--- src/rtl/race_sequencer.sv ---
// Game-flow controller for the two-car racer: drives the shared state bus, runs the start
// countdown, times the race in centiseconds, handles pause/abort and resolves the winner.
module race_sequencer #(
  parameter int unsigned CLK_FREQ         = 100_000_000,
  parameter int unsigned COUNT_SECS       = 3,
  parameter int unsigned FINISH_HOLD_SECS = 5,
  parameter int unsigned TIME_MAX         = 9999
) (
  input  logic        clk,
  input  logic        rst,
  input  logic        start_pulse,
  input  logic        cfg_done,
  input  logic        pause_pulse,
  input  logic        abort,
  input  logic        p1_finish,
  input  logic        p2_finish,
  output logic [2:0]  state,
  output logic [3:0]  countdown,
  output logic [1:0]  winner,
  output logic [13:0] race_cs,
  output logic        race_start
);

  localparam int unsigned CS_DIV = CLK_FREQ / 100;
  localparam int unsigned SEC_W  = (CLK_FREQ > 1) ? $clog2(CLK_FREQ) : 1;
  localparam int unsigned CS_W   = (CS_DIV > 1) ? $clog2(CS_DIV) : 1;

  localparam logic [SEC_W-1:0] SEC_LAST  = SEC_W'(CLK_FREQ - 1);
  localparam logic [CS_W-1:0]  CS_LAST   = CS_W'(CS_DIV - 1);
  localparam logic [3:0]       CD_INIT   = 4'(COUNT_SECS);
  localparam logic [3:0]       HOLD_LAST = 4'(FINISH_HOLD_SECS - 1);
  localparam logic [13:0]      CS_MAX    = 14'(TIME_MAX);

  typedef enum logic [2:0] {
    S_IDLE      = 3'd0,
    S_SETTING   = 3'd1,
    S_COUNTDOWN = 3'd3,
    S_RACING    = 3'd4,
    S_PAUSE     = 3'd5,
    S_FINISH    = 3'd6
  } state_t;

  state_t            state_q, state_d;
  logic [3:0]        countdown_q, countdown_d;
  logic [1:0]        winner_q, winner_d;
  logic [13:0]       race_cs_q, race_cs_d;
  logic              race_start_q, race_start_d;
  logic [SEC_W-1:0]  sec_q, sec_d;
  logic [CS_W-1:0]   cs_q, cs_d;
  logic [3:0]        hold_q, hold_d;

  always_ff @(posedge clk) begin
    if (rst) begin
      state_q      <= S_IDLE;
      countdown_q  <= '0;
      winner_q     <= '0;
      race_cs_q    <= '0;
      race_start_q <= 1'b0;
      sec_q        <= '0;
      cs_q         <= '0;
      hold_q       <= '0;
    end else begin
      state_q      <= state_d;
      countdown_q  <= countdown_d;
      winner_q     <= winner_d;
      race_cs_q    <= race_cs_d;
      race_start_q <= race_start_d;
      sec_q        <= sec_d;
      cs_q         <= cs_d;
      hold_q       <= hold_d;
    end
  end

  always_comb begin
    state_d      = state_q;
    countdown_d  = countdown_q;
    winner_d     = winner_q;
    race_cs_d    = race_cs_q;
    race_start_d = 1'b0;
    sec_d        = sec_q;
    cs_d         = cs_q;
    hold_d       = hold_q;

    if (abort && (state_q != S_IDLE)) begin
      state_d     = S_IDLE;
      countdown_d = '0;
      sec_d       = '0;
      cs_d        = '0;
      hold_d      = '0;
    end else begin
      case (state_q)
        S_IDLE: begin
          if (start_pulse) begin
            state_d  = S_SETTING;
            winner_d = '0;
          end
        end
        S_SETTING: begin
          if (cfg_done) begin
            state_d     = S_COUNTDOWN;
            countdown_d = CD_INIT;
            sec_d       = '0;
          end
        end
        S_COUNTDOWN: begin
          if (sec_q == SEC_LAST) begin
            sec_d = '0;
            if (countdown_q == 4'd1) begin
              state_d      = S_RACING;
              countdown_d  = '0;
              race_cs_d    = '0;
              cs_d         = '0;
              race_start_d = 1'b1;
            end else begin
              countdown_d = countdown_q - 4'd1;
            end
          end else begin
            sec_d = sec_q + SEC_W'(1);
          end
        end
        S_RACING: begin
          // Finish outranks pause; winner code is simply {p2, p1}.
          if (p1_finish || p2_finish) begin
            state_d  = S_FINISH;
            winner_d = {p2_finish, p1_finish};
            sec_d    = '0;
            hold_d   = '0;
          end else if (pause_pulse) begin
            state_d = S_PAUSE;
          end else if (cs_q == CS_LAST) begin
            cs_d = '0;
            if (race_cs_q < CS_MAX)
              race_cs_d = race_cs_q + 14'd1;
          end else begin
            cs_d = cs_q + CS_W'(1);
          end
        end
        S_PAUSE: begin
          if (pause_pulse)
            state_d = S_RACING;
        end
        S_FINISH: begin
          if (start_pulse) begin
            state_d = S_IDLE;
            sec_d   = '0;
            hold_d  = '0;
          end else if (sec_q == SEC_LAST) begin
            sec_d = '0;
            if (hold_q == HOLD_LAST) begin
              state_d = S_IDLE;
              hold_d  = '0;
            end else begin
              hold_d = hold_q + 4'd1;
            end
          end else begin
            sec_d = sec_q + SEC_W'(1);
          end
        end
        default: begin
          state_d     = S_IDLE;
          countdown_d = '0;
          sec_d       = '0;
          cs_d        = '0;
          hold_d      = '0;
        end
      endcase
    end
  end

  assign state      = state_q;
  assign countdown  = countdown_q;
  assign winner     = winner_q;
  assign race_cs    = race_cs_q;
  assign race_start = race_start_q;

endmodule

--- config.mk ---
export PLATFORM = sky130hd
export DESIGN_NAME = race_sequencer
export DESIGN_NICKNAME = d
export VERILOG_FILES = /design/src/rtl/race_sequencer.sv
export SDC_FILE = /design/constraint.sdc
export NUM_CORES = 1
export LEC_CHECK = 0
export CAP_MARGIN = 10
export CORE_MARGIN = 1
export CORE_UTILIZATION = 63
export DETAILED_ROUTE_END_ITERATION = 10
export PLACE_DENSITY_LB_ADDON = 0.12
export SYNTH_ARGS = -nofsm -noshare
export SYNTH_HDL_FRONTEND = slang
export SYNTH_SLANG_ARGS = --single-unit
--- constraint.sdc ---
create_clock -name clk -period 4.6 [get_ports clk]
set_input_delay 0.92 -clock clk [delete_from_list [all_inputs] [get_ports clk]]
set_output_delay 0.92 -clock clk [all_outputs]
set_load 0.05 [all_outputs]
==> impl_summary.txt, run 1 <==
----------------------------------------------------
[Run status]
  Run status ... finished clean

[Place]
  Total instance count after detailed placement ... 589
  Half-perimeter wire length after placement ... 6690 µm
  Dpl ws ... 1.21 ns
  GP Congestion ... 0.903
  Number of buffers inserted by port buffering ... 31

[Clocking]
  Quantity of hold-fixing buffers added after cts ... 0
  Number of gates resized after CTS ... 0
  Total setup buffers inserted after CTS ... 0
  Total clock sinks ... 75
  H-Tree Level Count ... 3
  Library cell used as clock root buffer ... clkbuf_8
  TritonCTS clock tree ... built
  Worst-skew pair later-pin latency ... 0.35 ns
  TritonCTS buffer count ... 9
  Clock transition at the registers of the reported paths ... 0.08 ns
  Clock buffer depth ... 2

[Logic synthesis]
  Ys async rst share ... 0%
  Syn nets ... 511
  Synthesized netlist cell count ... 496
  Sequential area share after synthesis ... 37.2%
  Count of flip-flops with a built-in enable after synthesis ... 0
  Ranking of synthesized cells by instance count ... dfxtp_1, nor2_1, nand2_1
  Average size of a mapped cell ... 8.14 µm²
  Number of synthesis warnings ... 0
  Most frequently used cell type in the post-synthesis netlist ... dfxtp_1
  Number of synthesized register bits ... 75
  Leading post-synthesis cells by cell area ... dfxtp_1, nor2_1, nand2_1
  Synthesized area ... 4040 µm²
  Biggest area consumer among synthesized cells ... dfxtp_1
  Synth cell types ... 61
  Proportion of netlist area held by the largest area contributor ... 37.2%
  Most frequently used flop master after synthesis ... dfxtp_1

[Final layout]
  Count of fill cells added during filler insertion ... 440
  Area growth from synthesis to layout ... 13.8%
  Share of cells above drive strength 1 ... 7.75%
  Total number of nets in the final design ... 540
  Non-Filler Instances ... 604
  Number of antenna repair diodes ... 0

[STA]
  Skew final ... 0.00858 ns
  Post-route minimum period ... 3.50 ns
  Setup violation total in the final timing report ... 0
  Setup repair after global routing missed its margin ... no
  Post-route fraction of the period consumed by the critical path ... 76.2%
  Total negative slack ... 0 ns
  Min setup slack post-route ... 1.10 ns
  Peak clock frequency supported by timing ... 285 MHz
  Worst slew pin tran ... 1.18 ns
  Max-slew headroom at the worst pin ... 20.9%
  Final max-slew violation count ... 0
  Final Hold Violating Endpoints ... 0

[Global routing]
  Via count of the first global-routing pass ... 3,504
  Aggregate global routing overflow ... 0
  Global-route wire length before repair ... 15,400 µm
  Initial antenna violation count ... 0
  Overall Global Routing Usage ... 29.6%
  Pin count of the biggest net entering global routing ... 28

[Drt]
  Post-Route WL ... 9360 µm
  Number of DRC markers in iteration 0 ... 412
  Detailed-route wire length per cell ... 15.5 µm
  Remaining antenna violation count after routing ... 0
  Number of remaining DRC errors ... 0
  Via-to-Cell Ratio ... 6.28
  Routed via count ... 3,794
  DRT Pass-1 Iters ... 5

[Critical path]
  Largest fanout of any net on the critical path ... 25
  CP arrival ... 3.78 ns
  Crit Path Class ... reg2reg
  Critical path capture point type ... flip-flop
  Worst Reg2Reg Path Length in Cells ... 6
  CP required ... 4.88 ns
  Crit path launch ... state[2]
  Reg2Reg Launch Point ... state[2]
  Element type at the critical path start ... flip-flop

[Power]
  Worst voltage drop across the vdd grid ... 0.206 mV
  Power Density ... 323 nW/µm²
  Pwr Total ... 1.49 mW
  Leakage power ... 1.52 nW

[Job]
  Reported max-cap violation count ... 0

[Hold path]
  Startpoint of the worst hold path ... winner[1]
  Class of the tightest hold or removal check ... reg2reg
  Cell depth of the worst hold path ... 2

[Floorplan]
  Starting Density ... 66.6%
  Chip Height ... 82.1 µm
  Num ports ... 32
  Site Rows ... 28
  Floorplan die area ... 6730 µm²
  Width of the die ... 82.1 µm
  Core area ... 6060 µm²

----------------------------------------------------
[layer usage]
metal,routed length (µm),up-vias,GRT usage (%)
li1,-,1882,-
met1,4120,1786,35.8
met2,4640,103,50.1
met3,421,23,5.33
met4,180,0,14.6
met5,0,-,0
[report_power, final]
part / switching, mW / internal, mW / total (mW) / leakage (nW)
sequential: 0.0349 / 0.660 / 0.695 / 0.604
clock: 0.240 / 0.260 / 0.500 / 0.102
combinational: 0.195 / 0.0956 / 0.291 / 0.809
[kinds of logic (layout without fill, tap and decap cells)]
kind of cell,after synthesis,in the layout,synth area share (%)
buf+inv,30,63,2.82
mux,6,6,1.55
xor+xnor,34,34,7.38
simple gates,239,239,31.5
compound gates,105,105,17.4
flops,75,75,37.2
fa+ha+maj,7,7,2.17
[layout by cell type (no fill, tap or decap), types with 12 or more instances in the layout]
master	n
dfxtp_1	75
nor2_1	61
nand2_1	48
a21oi_1	33
clkdlybuf4s50_1	31
nand3_1	24
o21ai_0	22
xor2_1	20
nand4_1	16
inv_1	14
xnor2_1	14
and3_1	12
nor3_1	12
[final timing paths]
kind / slack [ns] / to
setup / recovery: 1.10 / race_cs[2]
hold / removal: 0.46 / winner[1]
setup reg to reg: 1.10 / race_cs[2]
hold reg to reg: 0.46 / winner[1]
[per-stage QoR]
stage	hold WS [ns]	cell area (µm²)	util, %
6_report	0.460	4590	75.8
5_1_grt	0.485	4590	75.8
4_1_cts	0.461	4590	75.8
3_5_place_dp	0.453	4400	72.6
3_3_place_gp	0.443	4400	72.6
2_1_floorplan	0.449	4040	-
[registers in the layout (all words and copies together) (netlist names)]
name,cells
winner,2
hold_q,4
race_start,1
countdown,4
sec_q,27
state,3
cs_q,20
race_cs,14
[worst max-delay path, cell delays in order, from the launching register on]
cell and delay (ns):
dfxtp_1 0.78, nor3b_2 0.55, a21oi_1 0.13, a311oi_1 0.58
o211ai_1 0.62, or4_1 0.64, a21oi_1 0.14
[cell type report]
| type | instances | area [µm²] | area share (%) |
|---|---|---|---|
| clock buffer | 10 | 138 | 3.00 |
| multi-input combinational | 391 | 2420 | 52.7 |
| timing repair buffer | 34 | 333 | 7.24 |
| inverter | 14 | 52.6 | 1.14 |
| sequential | 75 | 1500 | 32.7 |
| clock inverter | 5 | 53.8 | 1.17 |
| tap | 75 | 93.8 | 2.04 |
(Power assumes the default switching activity.)
==> inputs of run 2 (changes only) <==
--- a/config.mk
+++ b/config.mk
@@ -7,7 +7,7 @@
 export LEC_CHECK = 0
 export CAP_MARGIN = 10
 export CORE_MARGIN = 1
-export CORE_UTILIZATION = 63
+export CORE_UTILIZATION = 58
 export DETAILED_ROUTE_END_ITERATION = 10
 export PLACE_DENSITY_LB_ADDON = 0.12
 export SYNTH_ARGS = -nofsm -noshare
==> constraint.sdc (replaced) <==
create_clock -name clk -period 3.6 [get_ports clk]
set_input_delay 0.72 -clock clk [delete_from_list [all_inputs] [get_ports clk]]
set_output_delay 0.72 -clock clk [all_outputs]
set_load 0.05 [all_outputs]
==> impl_summary.txt, run 2 (same netlist as run 1, synthesis figures left out) <==
----------------------------------------------------
[Clocking]
  Number of gates resized after CTS ... 0 (unchanged)
  Total clock sinks ... 75 (unchanged)
  Library cell used as clock root buffer ... clkbuf_8
  Clock buffer depth ... 2 (unchanged)
  Total setup buffers inserted after CTS ... 0 (unchanged)
  TritonCTS buffer count ... 9 (unchanged)
  Quantity of hold-fixing buffers added after cts ... 0 (unchanged)
  Worst-skew pair later-pin latency ... 0.34 ns (about the same)
  H-Tree Level Count ... 3 (unchanged)
  TritonCTS clock tree ... built
  Clock transition at the registers of the reported paths ... 0.08 ns (about the same)

[Place]
  Half-perimeter wire length after placement ... 6750 µm (+0.94%)
  Total instance count after detailed placement ... 602 (+2.2%)
  GP Congestion ... 0.884 (-2.0%)
  Number of buffers inserted by port buffering ... 31 (unchanged)
  Dpl ws ... 0.521 ns (-0.693 ns)

[Final layout]
  Non-Filler Instances ... 618 (+2.3%)
  Share of cells above drive strength 1 ... 9.11% (+1.4 points)
  Area growth from synthesis to layout ... 14.9%
  Number of antenna repair diodes ... 0 (unchanged)
  Register with the most flip-flops ... sec_q
  Flip-flop count of the largest register after layout ... 27 (unchanged)
  Total number of nets in the final design ... 548 (+1.5%)
  Leading cell type in the layout, fill and taps excluded ... dfxtp_1
  Commonest non-fill, non-tap cells in the layout ... dfxtp_1, nor2_1, nand2_1

[STA]
  Max-slew headroom at the worst pin ... 51.4% (+30 points)
  Post-route fraction of the period consumed by the critical path ... 79.6% (+3.4 points)
  Worst slew pin tran ... 0.729 ns (-0.453 ns)
  Final max-slew violation count ... 0 (unchanged)
  Setup violation total in the final timing report ... 0 (unchanged)
  Skew final ... 0.0173 ns (+0.00874 ns)
  Setup repair after global routing missed its margin ... no
  Peak clock frequency supported by timing ... 349 MHz (+22%)
  Final Hold Violating Endpoints ... 0 (unchanged)
  Total negative slack ... 0 ns (unchanged)
  Min setup slack post-route ... 0.734 ns (-0.363 ns)
  Post-route minimum period ... 2.87 ns (-0.637 ns)

[Critical path]
  Element type at the critical path start ... flip-flop
  Critical path capture point type ... flip-flop
  Crit Path Class ... reg2reg
  Capture point of the critical path ... hold_q[2]
  Worst R2R Setup Slack ... 0.73 ns (-0.36 ns)
  Crit path launch ... sec_q[0]
  Largest fanout of any net on the critical path ... 7 (-72%)
  Reg2Reg Launch Point ... sec_q[0]
  Worst Reg2Reg Path Length in Cells ... 8 (+2)
  CP required ... 3.83 ns (-1.05 ns)
  CP arrival ... 3.10 ns (-0.68 ns)
  Capture point of the worst reg-to-reg path ... hold_q[2]

[Drt]
  Post-Route WL ... 9330 µm (-0.35%)
  Number of remaining DRC errors ... 0 (unchanged)
  Via-to-Cell Ratio ... 6.19 (-1.4%)
  Detailed-route wire length per cell ... 15.1 µm (-2.6%)
  DRT Pass-1 Iters ... 5 (unchanged)
  Routed via count ... 3,826 (+0.84%)
  Remaining antenna violation count after routing ... 0 (unchanged)
  Number of DRC markers in iteration 0 ... 249 (-40%)

[Power]
  Power share of the sequential group ... 48.4% (+1.6 points)
  Sw frac ... 32.6% (+0.96 points)
  Switching power ... 0.598 mW (+27%)
  Internal power summed over all cells ... 1.24 mW (+22%)
  Worst voltage drop across the vdd grid ... 0.215 mV (+4.5%)
  Leakage power ... 1.55 nW (+2.0%)
  Clock share of power ... 31.0% (-2.7 points)
  Combinational share of power ... 20.6% (+1.0 points)
  Power Density ... 396 nW/µm² (+22%)

[Floorplan]
  Site Rows ... 30 (+7.1%)
  Width of the die ... 85.4 µm (+4.1%)
  Chip Height ... 85.4 µm (+4.1%)
  Starting Density ... 59.8% (-6.9 points)
  Floorplan die area ... 7300 µm² (+8.4%)
  Core area ... 6760 µm² (+11%)
  Num ports ... 32 (unchanged)

[Job]
  Reported max-cap violation count ... 0 (unchanged)

[Hold path]
  Class of the tightest hold or removal check ... reg2reg

[Global routing]
  Aggregate global routing overflow ... 0 (unchanged)
  Via count of the first global-routing pass ... 3,477 (-0.77%)
  Overall Global Routing Usage ... 26.5% (-3.1 points)
  Pin count of the biggest net entering global routing ... 28 (unchanged)
  Global-route wire length before repair ... 15,700 µm (+1.9%)
  Initial antenna violation count ... 0 (unchanged)

[Run status]
  Run status ... finished clean

----------------------------------------------------
-- run 2: per-layer routing --
metal	GRT usage, %	vias to the layer above	wire length (µm)
met5	0	-	0
met4	10.5	0	136
met3	3.70	15	271
met2	47.3	86	4720
met1	32.1	1827	4200
li1	-	1898	-
-- run 2: power groups by stage --
stage	sequential [mW]	combinational [mW]	clock [mW]
4_1_cts	0.887	0.378	0.575
2_1_floorplan	0.915	0.253	0
5_1_grt	0.891	0.415	0.609
3_5_place_dp	0.906	0.373	0
3_3_place_gp	0.905	0.367	0
6_report	0.888	0.378	0.569
-- run 2: through the flow --
stage | total power, mW | utilization (%) | cell area, µm² | hold slack [ns]
final | 1.84 | 68.7 | 4640 | 0.462
after global routing | 1.92 | 68.7 | 4640 | 0.481
after CTS | 1.84 | 68.7 | 4640 | 0.468
after detailed placement | 1.28 | 66.1 | 4470 | 0.458
after global placement | 1.27 | 66.1 | 4470 | 0.443
after floorplan | 1.17 | - | 4040 | 0.449
-- run 2: cell type report --
| class | instances | area [µm²] |
|---|---|---|
| Inverter | 14 | 52.6 |
| Fill cell | 574 | 2120 |
| Timing Repair Buffer | 42 | 393 |
| Multi-Input combinational cell | 391 | 2420 |
| Clock inverter | 5 | 28.8 |
| Sequential cell | 75 | 1500 |
| Clock buffer | 11 | 141 |
| Tap cell | 80 | 100 |
-- run 2: how the worst min path moves through the flow --
stage,cells after the start,start,endpoint
5_1_grt,2,winner[0],winner[0]
4_1_cts,2,winner[0],winner[0]
6_report,2,winner[1],winner[1]
2_1_floorplan,2,sec_q[1],sec_q[1]
3_3_place_gp,2,winner[0],winner[0]
3_5_place_dp,2,winner[0],winner[0]
-- run 2: worst max-delay path: stages, from the launching register on --
cell and delay [ns]:
dfxtp_1 0.41, ha_1 0.23, or4b_2 0.59, nor4_1 0.31, buf_4 0.18, a211oi_1 0.06, o2bb2ai_1 0.53, o21ai_0 0.18
a32o_1 0.28
==> inputs of run 3 (changes only) <==
==> constraint.sdc (replaced) <==
create_clock -name clk -period 2.8 [get_ports clk]
set_input_delay 0.56 -clock clk [delete_from_list [all_inputs] [get_ports clk]]
set_output_delay 0.56 -clock clk [all_outputs]
set_load 0.05 [all_outputs]
==> impl_summary.txt, run 3 (same netlist as run 1, synthesis figures left out) <==
----------------------------------------------------
[Place]
  Half-perimeter wire length after placement ... 7070 µm (+4.7%)
  Dpl ws ... 0.0323 ns (-0.489 ns)
  Placement-stage cell area ... 4640 µm² (+3.7%)
  Total instance count after detailed placement ... 624 (+3.7%)
  Number of buffers inserted by port buffering ... 31 (unchanged)
  GP Congestion ... 0.908 (+2.7%)

[Global routing]
  Initial antenna violation count ... 0 (unchanged)
  Pin count of the biggest net entering global routing ... 28 (unchanged)
  Via count of the first global-routing pass ... 3,605 (+3.7%)
  Aggregate global routing overflow ... 0 (unchanged)
  Overall Global Routing Usage ... 28.3% (+1.8 points)
  Global-route wire length before repair ... 16,500 µm (+5.5%)

[Critical path]
  Worst Reg2Reg Path Length in Cells ... 6 (-2)
  Crit Path Class ... reg2reg
  Worst-path cell with the longest stage delay ... or4_4
  Critical path capture point type ... flip-flop
  Worst R2R Setup Slack ... 0.06 ns (-0.67 ns)
  Largest fanout of any net on the critical path ... 5 (-2)
  CP required ... 3.10 ns (-0.73 ns)
  Reg2Reg Launch Point ... sec_q[10]
  Element type at the critical path start ... flip-flop
  CP arrival ... 3.04 ns (-0.06 ns)
  Crit path launch ... sec_q[10]
  Worst stage delay on the critical path ... 0.55 ns (-0.04 ns)
  Most common cell on crit path ... or4_4
  Cell-by-cell listing of the critical path ... or4b_1 > or4_4 > or4_4 > a21o_1 > or4_1 > a21oi_1

[STA]
  Post-route minimum period ... 2.74 ns (-0.130 ns)
  Max-slew headroom at the worst pin ... 59.3% (+7.9 points)
  Peak clock frequency supported by timing ... 366 MHz (+4.7%)
  Final max-slew violation count ... 0 (unchanged)
  Min setup slack post-route ... 0.0642 ns (-0.670 ns)
  Hold slack ... 0.453 ns (-0.00879 ns)
  Skew final ... 0.00959 ns (-0.00773 ns)
  Setup repair after global routing missed its margin ... yes
  Setup violation total in the final timing report ... 0 (unchanged)
  Worst slew pin tran ... 0.609 ns (-0.120 ns)
  Final Hold Violating Endpoints ... 0 (unchanged)
  Post-route fraction of the period consumed by the critical path ... 97.7% (+18 points)

[Final layout]
  Register with the most flip-flops ... sec_q
  Post-route cell area ... 4840 µm² (+4.4%)
  Total number of nets in the final design ... 570 (+4.0%)
  Leading cell type in the layout, fill and taps excluded ... dfxtp_1
  Flip-flop count of the largest register after layout ... 27 (unchanged)
  Commonest non-fill, non-tap cells in the layout ... dfxtp_1, nor2_1, nand2_1
  Share of cells above drive strength 1 ... 13.2% (+4.1 points)
  Non-Filler Instances ... 639 (+3.4%)
  Number of antenna repair diodes ... 0 (unchanged)
  Area growth from synthesis to layout ... 19.9%

[Floorplan]
  Chip Height ... 85.4 µm (unchanged)
  Site Rows ... 30 (unchanged)
  Starting Density ... 59.8% (unchanged)
  Floorplan die area ... 7300 µm² (unchanged)
  Core area ... 6760 µm² (unchanged)
  Num ports ... 32 (unchanged)
  Width of the die ... 85.4 µm (unchanged)

[Clocking]
  TritonCTS buffer count ... 9 (unchanged)
  Clock buffer depth ... 2 (unchanged)
  TritonCTS clock tree ... built
  H-Tree Level Count ... 3 (unchanged)
  Worst-skew pair later-pin latency ... 0.38 ns (+0.04 ns)
  Total clock sinks ... 75 (unchanged)
  Library cell used as clock root buffer ... clkbuf_8
  Clock transition at the registers of the reported paths ... 0.07 ns (about the same)
  Total setup buffers inserted after CTS ... 0 (unchanged)

[Job]
  Reported max-cap violation count ... 0 (unchanged)

[Power]
  Worst voltage drop across the vdd grid ... 0.322 mV (+50%)
  Leakage power ... 1.66 nW (+7.6%)
  Power Density ... 522 nW/µm² (+32%)
  Pwr Total ... 2.53 mW (+38%)

[Drt]
  Number of remaining DRC errors ... 0 (unchanged)
  Routed via count ... 3,907 (+2.1%)
  Detailed-route wire length per cell ... 15.2 µm (+0.69%)
  Post-Route WL ... 9710 µm (+4.1%)
  Via-to-Cell Ratio ... 6.11 (-1.2%)
  Number of DRC markers in iteration 0 ... 279 (+12%)
  Remaining antenna violation count after routing ... 0 (unchanged)
  DRT Pass-1 Iters ... 7 (+2)

[Hold path]
  Cell depth of the worst hold path ... 2 (unchanged)
  Startpoint of the worst hold path ... winner[0]
  Class of the tightest hold or removal check ... reg2reg

[Run status]
  Run status ... finished clean

----------------------------------------------------
run 3: cell types whose count changed in the layout (fill, tap and decap cells not counted), moves of 2 or more:
cell,change
dfxtp_2,+2
dfxtp_1,-2
clkinvlp_4,+2
clkinv_2,-3
buf_4,+22
run 3: layer usage:
layer,share of wire (%),GRT usage [%],vias up
li1,-,-,1948
met1,44,35.6,1836
met2,49,48.2,104
met3,4.4,3.79,19
met4,2.1,12.9,0
met5,0,0,-
run 3: cell type report:
class	instances	area, µm²
Multi-Input combinational cell	391	2430
Clock inverter	4	50.0
Timing Repair Buffer	64	558
Fill cell	555	1910
Tap cell	80	100
Sequential cell	75	1500
Clock buffer	11	151
Inverter	14	52.6
run 3: path summary, 6_finish.rpt:
path,endpoint
max,cs_q[7]
max reg2reg,cs_q[7]
min,winner[0]
min reg2reg,winner[0]
run 3: metrics by stage:
| stage | TNS (ns) | util, % |
|---|---|---|
| final | 0 | 71.7 |
| after global routing | -0.0324 | 71.7 |
| after CTS | 0 | 71.6 |
| after detailed placement | 0 | 68.6 |
| after global placement | 0 | 68.6 |
| after floorplan | 0 | - |
run 3: what timing repair did:
action                     in CTS  in global routing
setup endpoints to repair       0                  2
hold buffers                    0                  0
resized for setup               0                  2
run 3: worst max-delay path: cells and delay by family, from the launching register on:
| kind | cells | cell delay [ns] |
|---|---|---|
| DFF | 1 | 0.34 |
| and+or+nand+nor | 4 | 1.94 |
| AOI/OAI and AO/OA | 2 | 0.39 |
run 3: power by group:
group          switching, mW  total [mW]  internal, mW  leakage, nW
combinational          0.326       0.520         0.194        0.961
clock                  0.413       0.866         0.453       0.0974
sequential            0.0546        1.14          1.09        0.605
total                  0.794        2.53          1.73         1.66
